[src/rtl/nibble_arb_pkg.sv]
// Shared constants and state encoding for the nibble count arbiter.
// Optional runtime match register is enabled with MATCH_CFG_EN.
package nibble_arb_pkg;

  localparam int DATA_W  = 16;
  localparam int RES_W   = 3;
  localparam int NIBBLES = 4;

  localparam logic [3:0] MATCH_DEFAULT = 4'hB;

  typedef enum logic [1:0] {
    IDLE = 2'd0,
    EXEC = 2'd1,
    RESP = 2'd2
  } state_t;

endpackage

[src/rtl/nibble_match_count.sv]
// Counts the nibbles of one word equal to a match value (0..NIBBLES).
// Purely combinational.
module nibble_match_count
  import nibble_arb_pkg::*;
(
  input  logic [DATA_W-1:0] word,
  input  logic [3:0]        match,
  output logic [RES_W-1:0]  count
);

  always_comb begin
    count = '0;
    for (int n = 0; n < NIBBLES; n++) begin
      count = count + RES_W'(word[4*n +: 4] == match);
    end
  end

endmodule

[src/rtl/nibble_count_arbiter.sv]
// Round-robin shared nibble-count unit with valid/ready result port.
// Define MATCH_CFG_EN for a writable match register (i_cfg_we/i_cfg_nibble).
module nibble_count_arbiter
  import nibble_arb_pkg::*;
#(
  parameter int         N_REQ        = 4,
  parameter int         ID_W         = $clog2(N_REQ),
  parameter logic [3:0] MATCH_NIBBLE = MATCH_DEFAULT
) (
  input  logic                    i_clk,
  input  logic                    i_rst,
  input  logic [N_REQ-1:0]        i_req,
  input  logic [DATA_W*N_REQ-1:0] i_data,
  output logic [N_REQ-1:0]        o_gnt,
  output logic                    o_valid,
  input  logic                    i_rdy,
  output logic [ID_W-1:0]         o_id,
  output logic [RES_W-1:0]        o_data
`ifdef MATCH_CFG_EN
  ,
  input  logic                    i_cfg_we,
  input  logic [3:0]              i_cfg_nibble
`endif
);

  localparam logic [ID_W-1:0] LAST = ID_W'(N_REQ - 1);

  state_t             state;
  logic [ID_W-1:0]    ptr;
  logic [ID_W-1:0]    cur_id;
  logic [DATA_W-1:0]  operand;
  logic [3:0]         match;
  logic [RES_W-1:0]   count;

  logic               found;
  logic [ID_W-1:0]    win;
  logic [ID_W-1:0]    nxt;
  logic [ID_W-1:0]    idx;

`ifdef MATCH_CFG_EN
  logic [3:0] match_q;

  always_ff @(posedge i_clk) begin
    if (i_rst) begin
      match_q <= MATCH_NIBBLE;
    end else if (i_cfg_we) begin
      match_q <= i_cfg_nibble;
    end
  end

  assign match = match_q;
`else
  assign match = MATCH_NIBBLE;
`endif

  // Walk from ptr upward, wrapping at N_REQ so ids >= N_REQ never appear
  always_comb begin
    found = 1'b0;
    win   = ptr;
    idx   = ptr;
    for (int i = 0; i < N_REQ; i++) begin
      if (!found && i_req[idx]) begin
        found = 1'b1;
        win   = idx;
      end
      idx = (idx == LAST) ? '0 : idx + 1'b1;
    end
  end

  assign nxt = (win == LAST) ? '0 : win + 1'b1;

  nibble_match_count u_count (
    .word  (operand),
    .match (match),
    .count (count)
  );

  always_ff @(posedge i_clk) begin
    if (i_rst) begin
      state   <= IDLE;
      o_gnt   <= '0;
      o_valid <= 1'b0;
      o_id    <= '0;
      o_data  <= '0;
      operand <= '0;
      cur_id  <= '0;
      ptr     <= '0;
    end else begin
      o_gnt <= '0;
      unique case (state)
        IDLE: begin
          if (found) begin
            o_gnt   <= N_REQ'(1) << win;
            operand <= i_data[win*DATA_W +: DATA_W];
            cur_id  <= win;
            ptr     <= nxt;
            state   <= EXEC;
          end
        end
        EXEC: begin
          o_data  <= count;
          o_id    <= cur_id;
          o_valid <= 1'b1;
          state   <= RESP;
        end
        RESP: begin
          if (i_rdy) begin
            o_valid <= 1'b0;
            if (found) begin
              o_gnt   <= N_REQ'(1) << win;
              operand <= i_data[win*DATA_W +: DATA_W];
              cur_id  <= win;
              ptr     <= nxt;
              state   <= EXEC;
            end else begin
              state <= IDLE;
            end
          end
        end
        default: state <= IDLE;
      endcase
    end
  end

endmodule

[config.mk]
export PLATFORM = sky130hd
export DESIGN_NAME = nibble_count_arbiter
export DESIGN_NICKNAME = d
export VERILOG_FILES = /design/src/rtl/nibble_arb_pkg.sv /design/src/rtl/nibble_match_count.sv /design/src/rtl/nibble_count_arbiter.sv
export SDC_FILE = /design/constraint.sdc
export NUM_CORES = 1
export LEC_CHECK = 0
export CORE_UTILIZATION = 41
export CTS_BUF_LIST = sky130_fd_sc_hd__clkbuf_16
export DETAILED_ROUTE_END_ITERATION = 8
export PLACE_DENSITY = 0.88
export SETUP_SLACK_MARGIN = 0.02
export SLEW_MARGIN = 5
export SYNTH_ARGS = -nofsm -noshare
export SYNTH_HDL_FRONTEND = slang
export SYNTH_HIERARCHICAL = 1
export SYNTH_SLANG_ARGS = --single-unit
[constraint.sdc]
create_clock -name i_clk -period 2.5 [get_ports i_clk]
set_clock_uncertainty 0.2 [all_clocks]
set_input_delay 0.5 -clock i_clk [delete_from_list [all_inputs] [get_ports i_clk]]
set_output_delay 0.5 -clock i_clk [all_outputs]
set_load 0.05 [all_outputs]
==> metrics.yaml, run 1 <==
setup_path:
  r2r_setup_slack_ns: -0.22
  critical_path.reg2reg.startpoint: "ptr[1]"
  critical_path_start_type: "flop"
  type_of_the_setup_path_with_the_least_slack: "reg -> reg"
  endpoint_class_of_the_critical_path: "flop"
  worstPathRequired_ns: 2.44
  cp_data_arrival_time_ns: 2.67
  rr_worst_depth: 11
  r2r_end: "operand[8]"
  path_max_fanout: 5
drt:
  residual_antenna_violating_net_count_after_detailed_routing: 0
  wire_per_inst_um: 17.80
  first_iter_violations: 153
  number_of_vias_after_detailed_routing: 2340
  drc: 0
  detail_route.first_pass.iterations: 4
  detail_route.wirelength_mm: 7.671
  routed_via_density: 5.429
clock_tree:
  htree_num_levels: 2
  hold_bufs_inserted_after_cts: 0
  tritoncts: "done"
  cts_max_path_buffers: 2
  cts.root.buffer_cell: "clkbuf_16"
  cts_inserted_buffers: 5
  later_pin_clock_latency_in_the_skew_report_ns: 0.28
  numClockSinks: 32
  clk_pin_slew_ns: 0.05
yosys:
  combinational_family_with_the_most_area_after_synthesis: "multiplexers"
  dominantRegCellSynth: "dfxtp_1"
  syn_area_per_cell_um2: 9.416
  compound_cell_area_share_of_the_yosys_netlist: 0.1516
  yosys-top-cells-area: "dfxtp_1 29%, mux2i_1 17%, o221ai_1 6.0%"
  muxShareOfSynthArea: 0.1965
  synth_edf_count: 0
  largest_area_contributor_in_the_synthesized_netlist: "dfxtp_1"
  post_synth_fa_ha_maj_area_fraction: 0.03748
  post_synth_and_or_nand_nor_area_fraction: 0.1658
  synth_area_in_xor_xnor: 0.06758
  synth_top_area_frac: 0.2907
  async_reset_ff_frac: 0
  ys_types: 51
  ys_ff_latch: 32
  synth_cells: 234
  synth_area_um2: 2203
  ys_warn_count: 6
  synth_sequential_area_ratio: 0.2907
timing:
  fin_crit_ns: 2.724
  slew-limit-headroom: 0.6020
  grt_setup_unrepaired: "yes"
  worst_slew_pin_slew_ns: 0.5949
  maxSlewViolCount: 0
  final_critical_path_setup_slack_ns: -0.2242
  fmaxAchievable_mhz: 367.1
  min_period_over_period: 1.090
  report.final.setup_viol: 25
  report.final.hold_viol_count: 0
pwr:
  cellPowerDensity_nw_per_um2: 1123
  worst_ir_drop_vdd_mv: 0.5539
  leakagePower_uw: 0.001603
layout:
  fillers: 331
  layout.cells.non_filler: 431
  register_area_um2: 645.6
  multi_input_area_um2: 1615
  area.growth.synth_to_final_pct: 73.14
  final_common_cell: "clkdlybuf4s50_1"
  layout_common_cells: "76 x clkdlybuf4s50_1, 32 x mux2i_1, 30 x dfxtp_1"
  antenna-diode-count: 0
  utilization: 0.7422
  final_net_count: 437
  layout-drive-gt1-share: 0.2438
floorplanning:
  die_y_um: 75.31
  start_util: 0.4287
  die-area_um2: 5671
  number_of_top_level_design_ports: 81
  core_area_um2: 5140
  die_width_um: 75.31
  fp-row-count: 26
worst_hold_path:
  hold-path-endpoint: "o_valid"
  hold_start: "state[1]"
  worst_hold_path_type: "reg -> reg"
  whs_path_cells: 1
global_route:
  first_global_vias: 2213
  grt_first_pass_wirelength_mm: 10.51
  grt_start_max_net_pins: 17
  grt.overflow.total: 0
  number_of_antenna_violations_at_the_first_check_in_global_routing: 0
  global_route.usage.total: 0.2532
placed_design:
  placement.io_buffers: 80
  gpl.final_weighted_congestion: 0.9286
  dp.final_hpwl_mm: 4.269
  placed_cells_incl_taps: 402
run_status:
  outcome: "finished, violations left"
  violations_in_the_final_reports: "negative setup slack"
run:
  maxCapViolCount: 0
flip-flops by register name (all words and copies together) (netlist names):
register,cells
cur_id,2
o_data,3
o_gnt,4
o_id,2
o_valid,1
operand,16
ptr,2
state,2
synth_stat cells, drive strengths merged, types with 2 or more instances:
| cell type | instances |
|---|---|
| mux2i | 38 |
| dfxtp | 32 |
| nand2 | 22 |
| nor2 | 17 |
| o221ai | 16 |
| buf | 13 |
| xnor2 | 13 |
| a21oi | 11 |
| inv | 8 |
| ha | 5 |
| o21ai | 5 |
| nand4 | 4 |
| xor2 | 4 |
| a21boi | 3 |
| nand3 | 3 |
| nor2b | 3 |
| nor3 | 3 |
| nor3b | 3 |
| o211ai | 3 |
| a211oi | 2 |
| and2 | 2 |
| clkbuf | 2 |
| conb | 2 |
| mux2 | 2 |
| nand2b | 2 |
| or2 | 2 |
| or3 | 2 |
critical path, cell delays in order (launching register included):
cell and delay (ns):
dfxtp_4 0.35, ha_4 0.27, mux2_4 0.31, or3_4 0.35, a21oi_4 0.14, nand3_2 0.10, o21ai_4 0.12, buf_12 0.16
buf_12 0.10, buf_12 0.11, mux2i_1 0.23, o221ai_1 0.15
logic make-up (layout without fill, tap and decap cells):
kind of cell / Yosys count / count (layout)
AOI/OAI and AO/OA: 46 / 46
xor gates and xnor gates: 17 / 17
adders and majority gates: 6 / 6
buffers and inverters: 24 / 136
DFF: 32 / 32
muxes: 41 / 41
other: 2 / 16
and+or+nand+nor: 66 / 67
through the flow:
stage | hold WS [ns] | setup TNS (ns) | setup slack, ns | total power [µW] | area, µm²
after floorplan | 0.2287 | -1.686 | -0.1388 | 2266 | 2288
after global placement | 0.2328 | -8.709 | -0.4315 | 2668 | 3228
after detailed placement | 0.2468 | -9.569 | -0.4922 | 2717 | 3228
after CTS | 0.2505 | -1.604 | -0.1398 | 3873 | 3591
after global routing | 0.2811 | -5.047 | -0.2938 | 4481 | 3815
final | 0.2477 | -3.578 | -0.2242 | 4282 | 3815
how the worst max path moves through the flow:
stage / from / to / slack, ns / cells past startpoint
floorplan: ptr[1] / ptr[1] / -0.14 / 12
global placement: i_req[1] / operand[14] / -0.43 / 9
detailed placement: i_req[1] / operand[0] / -0.49 / 9
CTS: ptr[1] / operand[9] / -0.14 / 11
global route: ptr[1] / operand[8] / -0.29 / 11
finish: ptr[1] / operand[8] / -0.22 / 11
power breakdown:
| part | internal (µW) | switching (µW) |
|---|---|---|
| Combinational | 1570 | 1310 |
| Clock | 357 | 212 |
| Sequential | 697 | 134 |
layer usage:
layer,GRT usage,vias to the layer above,share of wire
met2,0.4484,112,0.51
li1,-,1078,-
met4,0.1317,0,0.048
met5,0,-,0
met3,0.06085,33,0.065
met1,0.2820,1117,0.37
timing repair:
item / in CTS / in global routing
buffers inserted: 10 / 7
gates resized for setup: 13 / 33
pin swaps: 12 / 14
setup endpoints to repair: 23 / 24
gates cloned: 3 / 1
area by class of cell:
| cell class | count | share of cell area |
|---|---|---|
| Sequential cell | 32 | 0.1692 |
| Clock buffer | 5 | 0.03280 |
| Multi-Input combinational cell | 193 | 0.4234 |
| Inverter | 9 | 0.01214 |
| Timing Repair Buffer | 119 | 0.3365 |
| Clock inverter | 3 | 0.002952 |
| Tap cell | 70 | 0.02296 |
No activity file was read; power rests on OpenSTA's default activity.
==> run 2: changes to the inputs <==
- CORE_ASPECT_RATIO: unset -> 0.75
==> metrics.yaml, run 2 (synthesized netlist as in run 1, its figures left out) <==
clock_tree:
  htree_num_levels: 2
  cts_max_path_buffers: 2
  later_pin_clock_latency_in_the_skew_report_ns: 0.28
  tritoncts: "done"
  clk_pin_slew_ns: 0.05
  numClockSinks: 32
  cts_inserted_buffers: 5
  hold_bufs_inserted_after_cts: 0
  cts.root.buffer_cell: "clkbuf_16"
setup_path:
  r2r_end: "ptr[1]"
  worstPathRequired_ns: 2.43
  cpPeakStageDelay_ns: 0.41
  r2r_setup_slack_ns: -0.20
  path_max_fanout: 6
  crit_path_end: "ptr[1]"
  cpMostUsedCell: "ha_4"
  cp_data_arrival_time_ns: 2.64
  critical_path.reg2reg.startpoint: "ptr[1]"
  rr_worst_depth: 11
  crit_chain: "ha_4 -> mux2_4 -> or3_4 -> a21oi_4 -> nand3_2 -> o21ai_4 -> buf_12 -> buf_4 -> ha_4 -> mux2i_1 -> nor2_1"
  endpoint_class_of_the_critical_path: "flop"
  setup.worst_path.start: "ptr[1]"
  type_of_the_setup_path_with_the_least_slack: "reg -> reg"
  critical_path_start_type: "flop"
  worst_path_max_delay_cell: "or3_4"
timing:
  final_critical_path_setup_slack_ns: -0.2004
  maxSlewViolCount: 0
  report.final.hold_viol_count: 0
  fin_crit_ns: 2.700
  report.final.setup_viol: 21
  worst_slew_pin_slew_ns: 0.5750
  fmaxAchievable_mhz: 370.3
  slew-limit-headroom: 0.6152
  grt_setup_unrepaired: "yes"
  min_period_over_period: 1.080
global_route:
  grt_first_pass_wirelength_mm: 10.04
  first_global_vias: 2138
  number_of_antenna_violations_at_the_first_check_in_global_routing: 0
  global_route.usage.total: 0.2319
  grt_start_max_net_pins: 17
  grt.overflow.total: 0
pwr:
  power_frac_seq: 0.216
  p_switching_uw: 1498
  comb_power_frac: 0.616
  leakagePower_uw: 0.001491
  worst_ir_drop_vdd_mv: 0.4403
  internal_power_uw: 2325
  totalPowerFinal_uw: 3824
  power.switching_fraction: 0.3918
  clock_power_share: 0.168
  cellPowerDensity_nw_per_um2: 1065
run:
  maxCapViolCount: 0
drt:
  highest-signal-layer: "met4"
  residual_antenna_violating_net_count_after_detailed_routing: 0
  detail_route.wirelength_mm: 6.771
  met3WireLength_um: 332
  number_of_vias_after_detailed_routing: 2185
  met2_wirelength_mm: 3.407
  drc: 0
  routed_via_density: 5.202
  detail_route.first_pass.iterations: 4
  first_iter_violations: 125
  wire_per_inst_um: 16.12
  wl_met1_mm: 2.909
placed_design:
  dp.final_hpwl_mm: 4.263
  gpl.final_weighted_congestion: 0.8696
  placement.io_buffers: 80
floorplanning:
  start_util: 0.4374
  core_area_um2: 5037
  die-area_um2: 5674
  fp-row-count: 22
  die_y_um: 65.49
  die_width_um: 86.65
  number_of_top_level_design_ports: 81
layout:
  antenna-diode-count: 0
  fillers: 347
  regMostFlops: "operand"
  layout-drive-gt1-share: 0.2098
  layout_common_cells: "76 x clkdlybuf4s50_1, 33 x mux2i_1, 30 x dfxtp_1"
  final_net_count: 424
  reg_top3: "operand x16, o_gnt x4, o_data x3"
  final_common_cell: "clkdlybuf4s50_1"
  max_ffs_per_register: 16
  area.growth.synth_to_final_pct: 62.98
  utilization: 0.7129
worst_hold_path:
  worst_hold_path_type: "reg -> reg"
run_status:
  violations_in_the_final_reports: "negative setup slack"
  outcome: "finished, violations left"
-- run 2: cell types whose count changed in the layout (fill, tap and decap cells not counted), sizes merged --
cell / delta
buf: -13
and2b: -1
clkbuf: +2
clkinv: +1
inv: -2
-- run 2: layout make-up --
class	count	area, µm²	area share
clock inverter	2	7.507	0.002091
tap	72	90.09	0.02509
multi-input combinational	192	1570	0.4373
timing repair buffer	107	1081	0.3010
clock buffer	6	150.1	0.04181
sequential	32	645.6	0.1798
inverter	9	46.29	0.01289
-- run 2: what timing repair did --
item	CTS	global route
pin swaps	9	9
gates cloned	1	1
resized for setup	15	20
buffers inserted	3	5
endpoints found under the setup margin	22	22
-- run 2: routing by layer --
layer  vias up  GRT usage
li1       1052          -
met4         0    0.09375
met3        12    0.04523
met2        92     0.3879
met5         -          0
met1      1029     0.2942
-- run 2: worst min path at each step --
stage                     startpoint       to  slack, ns  cells after the start
after CTS                   state[1]  o_valid       0.26                      1
after global placement      state[1]  o_valid       0.24                      1
final                       state[1]  o_valid       0.25                      1
after global routing        state[1]  o_valid       0.29                      1
after detailed placement    state[1]  o_valid       0.26                      1
after floorplan             state[1]  o_valid       0.23                      1
-- run 2: power groups by stage --
stage | registers (µW) | clock network, µW | logic [µW]
2_1_floorplan | 896 | 0 | 1370
3_3_place_gp | 815 | 0 | 1830
3_5_place_dp | 825 | 0 | 1870
4_1_cts | 820 | 638 | 2120
5_1_grt | 847 | 670 | 2500
6_report | 828 | 642 | 2350
-- run 2: per-stage QoR --
| stage | TNS (ns) | area, µm² | setup WS (ns) | hold WS, ns | std cells |
|---|---|---|---|---|---|
| floorplan | -1.686 | 2288 | -0.1388 | 0.2287 | 248 |
| global placement | -8.373 | 3218 | -0.3896 | 0.2351 | 404 |
| detailed placement | -8.938 | 3218 | -0.4504 | 0.2627 | 404 |
| CTS | -0.8226 | 3473 | -0.09163 | 0.2634 | 416 |
| global route | -3.387 | 3591 | -0.2275 | 0.2863 | 420 |
| finish | -2.275 | 3591 | -0.2004 | 0.2540 | 420 |
-- run 2: worst max-delay path, delay by kind of cell (launching register included) --
family,cells,cell delay [ns]
simple gates,3,0.61
flops,1,0.35
compound gates,2,0.23
fa+ha+maj,2,0.45
buf+inv,2,0.27
mux,2,0.46
